--- config.mk ---
export PLATFORM = sky130hd
export DESIGN_NAME = numarator_mod_bcd
export DESIGN_NICKNAME = d
export VERILOG_FILES = /design/src/rtl/numarator_mod_bcd_pkg.sv /design/src/rtl/numarator_mod_bcd_bin2bcd_seq.sv /design/src/rtl/numarator_mod_bcd.sv
export SDC_FILE = /design/constraint.sdc
export NUM_CORES = 1
export LEC_CHECK = 0
export ABC_AREA = 1
export ABC_CLOCK_PERIOD_IN_PS = 1700
export CAP_MARGIN = 5
export CORE_MARGIN = 2
export CORE_UTILIZATION = 53
export CTS_BUF_LIST = sky130_fd_sc_hd__clkbuf_4
export DETAILED_ROUTE_END_ITERATION = 8
export PLACE_DENSITY = 0.79
export SETUP_SLACK_MARGIN = 0.5
export SYNTH_ARGS = -nofsm -noshare
export SYNTH_HDL_FRONTEND = slang
export SYNTH_HIERARCHICAL = 1
export SYNTH_SLANG_ARGS = --single-unit
export TNS_END_PERCENT = 1
--- constraint.sdc ---
create_clock -name clk -period 1.7 [get_ports clk]
set_clock_uncertainty 0.05 [all_clocks]
set_input_delay 0.255 -clock clk [delete_from_list [all_inputs] [get_ports clk]]
set_output_delay 0.255 -clock clk [all_outputs]
set_load 0.005 [all_outputs]
--- src/rtl/numarator_mod_bcd_pkg.sv ---
// rtl/numarator_mod_bcd_pkg.sv - shared types, BCD digit constants and elaboration helpers
//
// Contents:
//   state_t      IDLE / CONV controller states
//   BCD_*        digit constants used by the inline counter and the double-dabble converter
//   clog2()      ceiling log2, sizes counters from parameters
//   to_bcd32()   constant-time decimal conversion (up to 8 digits) for wrap preload values
package numarator_mod_bcd_pkg;

    typedef enum logic {
        IDLE = 1'b0,
        CONV = 1'b1
    } state_t;

    localparam logic [3:0] BCD_ZERO      = 4'd0;
    localparam logic [3:0] BCD_NINE      = 4'd9;
    localparam logic [3:0] BCD_ONE       = 4'd1;
    localparam logic [3:0] BCD_ADJ_LIMIT = 4'd5;
    localparam logic [3:0] BCD_ADJ       = 4'd3;

    function automatic int clog2(input int value);
        int r;
        r = 0;
        while ((1 << r) < value) begin
            r = r + 1;
        end
        return r;
    endfunction

    function automatic logic [31:0] to_bcd32(input int value);
        logic [31:0] r;
        int          v;
        r = '0;
        v = value;
        for (int d = 0; d < 8; d++) begin
            r[4*d +: 4] = 4'(v % 10);
            v = v / 10;
        end
        return r;
    endfunction

endpackage

--- src/rtl/numarator_mod_bcd_bin2bcd_seq.sv ---
// rtl/numarator_mod_bcd_bin2bcd_seq.sv - sequential double-dabble binary to BCD converter
//
// Ports:
//   clk, reset    rising-edge clock, asynchronous active-low reset
//   start         captures bin and begins a conversion (one shift per following clock)
//   bin           binary value to convert, sampled on start
//   done          high during the clock whose edge performs the last (WIDTH-th) shift
//   bcd           result of that last shift; only meaningful while done is high
module bin2bcd_seq
    import numarator_mod_bcd_pkg::*;
#(
    parameter int WIDTH  = 6,
    parameter int DIGITS = 2
) (
    input  logic                  clk,
    input  logic                  reset,
    input  logic                  start,
    input  logic [WIDTH-1:0]      bin,
    output logic                  done,
    output logic [4*DIGITS-1:0]   bcd
);

    localparam int             CW   = (clog2(WIDTH + 1) < 1) ? 1 : clog2(WIDTH + 1);
    localparam logic [CW-1:0]  LAST = CW'(WIDTH - 1);

    logic [WIDTH-1:0]    shift_bin;
    logic [4*DIGITS-1:0] acc;
    logic [4*DIGITS-1:0] adj;
    logic [CW-1:0]       cnt;
    logic                active;

    // Add-3 correction on every digit that would overflow past 9 after doubling.
    always_comb begin
        adj = acc;
        for (int d = 0; d < DIGITS; d++) begin
            if (acc[4*d +: 4] >= BCD_ADJ_LIMIT) begin
                adj[4*d +: 4] = acc[4*d +: 4] + BCD_ADJ;
            end
        end
    end

    // The final shift is presented combinationally so the owner can capture
    // the result on the same edge that completes the WIDTH-th shift.
    assign bcd  = {adj[4*DIGITS-2:0], shift_bin[WIDTH-1]};
    assign done = active && (cnt == LAST);

    always_ff @(posedge clk or negedge reset) begin
        if (!reset) begin
            shift_bin <= '0;
            acc       <= '0;
            cnt       <= '0;
            active    <= 1'b0;
        end else if (start) begin
            shift_bin <= bin;
            acc       <= '0;
            cnt       <= '0;
            active    <= 1'b1;
        end else if (active) begin
            acc       <= bcd;
            shift_bin <= shift_bin << 1;
            cnt       <= cnt + CW'(1);
            if (cnt == LAST) begin
                active <= 1'b0;
            end
        end
    end

endmodule

--- src/rtl/numarator_mod_bcd.sv ---
// rtl/numarator_mod_bcd.sv - modulo-N up/down stopwatch stage with cascade, preload and BCD copy
//
// Ports:
//   clk, reset    rising-edge clock, asynchronous active-low reset
//   en, cin       count enable and cascade enable (both needed to advance)
//   up_down       1 = up, 0 = down
//   load          synchronous preload strobe, value load_val clamped to MODULUS-1
//   iesire        binary count, always < MODULUS
//   bcd           decimal copy of iesire, digit 0 in bits [3:0]
//   cout          one-cycle pulse in the cycle the wrapped value is visible
//   busy          preload BCD conversion in progress (count frozen)
module numarator_mod_bcd
    import numarator_mod_bcd_pkg::*;
#(
    parameter int MODULUS = 60,
    parameter int WIDTH   = 6,
    parameter int DIGITS  = 2
) (
    input  logic                  clk,
    input  logic                  reset,
    input  logic                  en,
    input  logic                  cin,
    input  logic                  up_down,
    input  logic                  load,
    input  logic [WIDTH-1:0]      load_val,
    output logic [WIDTH-1:0]      iesire,
    output logic [4*DIGITS-1:0]   bcd,
    output logic                  cout,
    output logic                  busy
);

    localparam int                BW        = 4 * DIGITS;
    localparam logic [WIDTH-1:0]  MAX_VAL   = WIDTH'(MODULUS - 1);
    localparam logic [31:0]       MAX_BCD32 = to_bcd32(MODULUS - 1);
    localparam logic [BW-1:0]     MAX_BCD   = MAX_BCD32[BW-1:0];

    state_t           state, state_nxt;
    logic [WIDTH-1:0] iesire_nxt;
    logic [BW-1:0]    bcd_nxt, bcd_inc, bcd_dec;
    logic             cout_nxt, busy_nxt;
    logic             carry, borrow;
    logic [WIDTH-1:0] load_clamped;
    logic             conv_start, conv_done;
    logic [BW-1:0]    conv_bcd;

    assign load_clamped = (load_val > MAX_VAL) ? MAX_VAL : load_val;
    assign conv_start   = (state == IDLE) && load;

    bin2bcd_seq #(
        .WIDTH  (WIDTH),
        .DIGITS (DIGITS)
    ) u_bin2bcd (
        .clk   (clk),
        .reset (reset),
        .start (conv_start),
        .bin   (load_clamped),
        .done  (conv_done),
        .bcd   (conv_bcd)
    );

    // Digit-serial +1 / -1 with decimal carry and borrow ripple.
    always_comb begin
        bcd_inc = bcd;
        bcd_dec = bcd;
        carry   = 1'b1;
        borrow  = 1'b1;
        for (int d = 0; d < DIGITS; d++) begin
            if (carry) begin
                if (bcd[4*d +: 4] == BCD_NINE) begin
                    bcd_inc[4*d +: 4] = BCD_ZERO;
                end else begin
                    bcd_inc[4*d +: 4] = bcd[4*d +: 4] + BCD_ONE;
                    carry             = 1'b0;
                end
            end
            if (borrow) begin
                if (bcd[4*d +: 4] == BCD_ZERO) begin
                    bcd_dec[4*d +: 4] = BCD_NINE;
                end else begin
                    bcd_dec[4*d +: 4] = bcd[4*d +: 4] - BCD_ONE;
                    borrow            = 1'b0;
                end
            end
        end
    end

    always_comb begin
        state_nxt  = state;
        iesire_nxt = iesire;
        bcd_nxt    = bcd;
        cout_nxt   = 1'b0;
        busy_nxt   = busy;
        case (state)
            IDLE: begin
                if (load) begin
                    iesire_nxt = load_clamped;
                    busy_nxt   = 1'b1;
                    state_nxt  = CONV;
                end else if (en && cin) begin
                    if (up_down) begin
                        if (iesire == MAX_VAL) begin
                            iesire_nxt = '0;
                            bcd_nxt    = '0;
                            cout_nxt   = 1'b1;
                        end else begin
                            iesire_nxt = iesire + WIDTH'(1);
                            bcd_nxt    = bcd_inc;
                        end
                    end else begin
                        if (iesire == '0) begin
                            iesire_nxt = MAX_VAL;
                            bcd_nxt    = MAX_BCD;
                            cout_nxt   = 1'b1;
                        end else begin
                            iesire_nxt = iesire - WIDTH'(1);
                            bcd_nxt    = bcd_dec;
                        end
                    end
                end
            end
            CONV: begin
                // bcd keeps the pre-load value until the converter finishes.
                if (conv_done) begin
                    bcd_nxt   = conv_bcd;
                    busy_nxt  = 1'b0;
                    state_nxt = IDLE;
                end
            end
            default: begin
                state_nxt = IDLE;
            end
        endcase
    end

    always_ff @(posedge clk or negedge reset) begin
        if (!reset) begin
            state  <= IDLE;
            iesire <= '0;
            bcd    <= '0;
            cout   <= 1'b0;
            busy   <= 1'b0;
        end else begin
            state  <= state_nxt;
            iesire <= iesire_nxt;
            bcd    <= bcd_nxt;
            cout   <= cout_nxt;
            busy   <= busy_nxt;
        end
    end

endmodule

==> key figures <==
Clock tree
  • Worst-Skew Late Latency: 0.36 ns
  • CTS tree: built
  • Clk buf depth: 2
  • Clock tree sinks: 35
  • Clock transition at path regs: 0.12 ns
  • Num CTS Buffers: 5
  • Root buffer cell: clkbuf_4
  • # H-tree levels: 2
  • Post-CTS Hold Fix Bufs: 0

GRT
  • Initial antenna violation count: 0
  • Global Route Usage Sum: 0.258
  • Largest net degree at the start of global routing: 36
  • Gr ovfl total: 0
  • Vias in the first global route: 2512
  • First-pass GRT wire length: 11200 um

Detailed routing
  • WL/cell: 14.3 um
  • Initial DRC count: 184
  • Vias per inst: 5.34
  • Via count: 2722
  • DRT antenna net count: 0
  • Drt drc: 0
  • Pre-Repair DR Iteration Count: 5
  • Drt total wl: 7300 um

Final layout
  • Layout Cells excl Fill: 510
  • Diodes inserted: 0
  • Fillcell total: 400
  • Fin nets: 467
  • Fraction of layout cells with a size suffix above 1: 0.339
  • Area added between synthesis and finish: 34.7%

Pwr
  • P_leak: 1.80 nW
  • Pwr Density: 1820 nW/um^2
  • Maximum VDD drop: 1.01 mV
  • Pwr Total: 0.00662 W

Synth
  • Share of the synthesized area in the top cell type: 0.324
  • Synthesized instance count: 372
  • Post-synth EDFFs: 0
  • Area leader, netlist: dfrtp_1
  • Synth Flop Type: dfrtp_1
  • Syn nets: 400
  • YS warnings: 6
  • Synthesis-stage register bit count: 35
  • Top-count cell post-synth: nand2_1
  • Mapped cell area: 2710 sq um
  • Syn_area_per_cell: 7.27 sq um
  • Largest cells by area after synthesis: dfrtp_1 (32%), nand2_1 (14%), nand3_1 (8.5%)
  • Async SR Flop Fraction: 1.00
  • Synth cell types: 38
  • Sequential fraction of the synthesis area: 0.324
  • Synth cell count leaders: nand2_1 (99), nand3_1 (46), inv_1 (42), dfrtp_1 (35), nor2_1 (24)

Run
  • Maxcap violations: 0

STA
  • Final-report max-slew violation count: 0
  • Fmax achieved: 625 MHz
  • RSZ-0062 raised after global routing: yes
  • Hold Fails Final Rpt: 0
  • Final setup fails: 0
  • Tmin final: 1.60 ns
  • TNS Setup: 0 ns
  • Final period utilization: 0.941
  • Slew margin rel.: 0.691
  • Worst Tran Pin Value: 0.464 ns

Worst hold path
  • Hold Path Class: input port to asynchronous set/reset pin

Status
  • Status: completed

Die
  • CORE AREA: 5010 sq um
  • Die Y-Extent: 75.4 um
  • Die Wd: 75.4 um
  • Row cnt: 26
  • I/O pin cnt: 28
  • Initial Utilization: 0.540
  • Die Area: 5690 sq um

Critical path
  • Worst path required time: 1.91 ns
  • CP Launch Type: flop
  • Crit. End Element: flop
  • Setup Crit Path Kind: flop to flop
  • Crit path DAT: 1.81 ns
  • Worst-path maximum fanout: 4

Placed design
  • Routability cong.: 0.848
  • PortBufs: 27
  • DP Cell Count: 472
  • Post-DP HPWL: 4710 um
==> path summary, 6_finish.rpt <==
path | from | end | slack [ns] | cells past startpoint
max in group asynchronous | reset | u_bin2bcd/acc[4]$_DFFE_PN0P_ | 0.98 | 2
max | u_bin2bcd/acc[4]$_DFFE_PN0P_ | bcd[5]$_DFFE_PN0P_ | 0.1 | 9
min | reset | u_bin2bcd/shift_bin[0]$_DFFE_PN0P_ | 0.25 | 2
max reg2reg | u_bin2bcd/acc[4]$_DFFE_PN0P_ | bcd[5]$_DFFE_PN0P_ | 0.1 | 9
min in group clk | busy$_DFFE_PN0P_ | busy$_DFFE_PN0P_ | 0.49 | 2
min reg2reg | busy$_DFFE_PN0P_ | busy$_DFFE_PN0P_ | 0.49 | 2
==> logic make-up after synthesis <==
kind of cell | share of synthesized area
flops | 0.324
simple gates | 0.375
xor+xnor | 0.0291
buf+inv | 0.102
compound gates | 0.0967
fa+ha+maj | 0.0740
==> per-stage QoR <==
| step | hold slack (ns) | cell area (sq um) | worst slack, ns | utilization |
|---|---|---|---|---|
| floorplan | -0.0906 | 2770 | 0.243 | - |
| global placement | 0.417 | 3160 | 0.0525 | 0.630 |
| detailed placement | 0.416 | 3160 | 0.0238 | 0.630 |
| CTS | 0.245 | 3410 | 0.0785 | 0.680 |
| global route | 0.293 | 3640 | 0.0295 | 0.727 |
| finish | 0.252 | 3640 | 0.0996 | 0.727 |
==> worst max-delay path: stages (launching register included) <==
cell and delay (ns):
dfrtp_2 0.45, inv_2 0.07, ha_2 0.18, inv_2 0.04
nand2_2 0.08, nand4_1 0.12, and2_4 0.17, or2_4 0.24
nand3_2 0.06, nand2_1 0.06
==> power by group <==
part	internal [W]	switching (W)	total (W)
logic	0.00208	0.00233	0.00441
registers	0.00123	0.000338	0.00157
clock network	0.000317	0.000323	0.000639
==> registers in the layout, indices dropped and copies added (netlist names) <==
name and count:
u_bin2bcd/cnt 3, state 1, iesire 6, busy 1, cout 1, u_bin2bcd/active 1
u_bin2bcd/shift_bin 6, bcd 8, u_bin2bcd/acc 8
==> cell type report <==
type / count / area [sq um] / area share
Multi-Input combinational cell: 274 / 1770 / 0.486
Clock buffer: 5 / 37.5 / 0.0103
Inverter: 54 / 213 / 0.0584
Clock inverter: 3 / 47.5 / 0.0130
Sequential cell: 35 / 895 / 0.246
Tap cell: 70 / 87.6 / 0.0240
Timing Repair Buffer: 69 / 593 / 0.163
==> placed cells by master (no fill, tap or decap), drive strengths merged, types with 12 or more instances in the layout <==
master / synthesis / routed
nand4: 12 / 12
dfrtp: 35 / 35
nand3: 52 / 53
ha: 16 / 16
inv: 54 / 55
o21ai: 22 / 22
clkdlybuf4s50: 0 / 21
nand2: 102 / 102
buf: 6 / 42
nor2: 31 / 31
==> metal layers <==
| layer | vias up | wire [um] | track usage |
|---|---|---|---|
| met3 | 11 | 260 | 0.0450 |
| li1 | 1350 | - | - |
| met2 | 71 | 3660 | 0.430 |
| met1 | 1290 | 3240 | 0.338 |
| met4 | 0 | 135 | 0.0975 |
| met5 | - | 0 | 0 |
==> repair_timing <==
| action | 4_1_cts | 5_1_grt |
|---|---|---|
| buffers inserted | 18 | 11 |
| endpoints found under the setup margin | 51 | 51 |
| endpoints found under the hold margin | 0 | 0 |
| resized for setup | 20 | 42 |
| gates cloned | 0 | 1 |
| pin swaps | 6 | 12 |
Power figures use the tool's default switching activity.
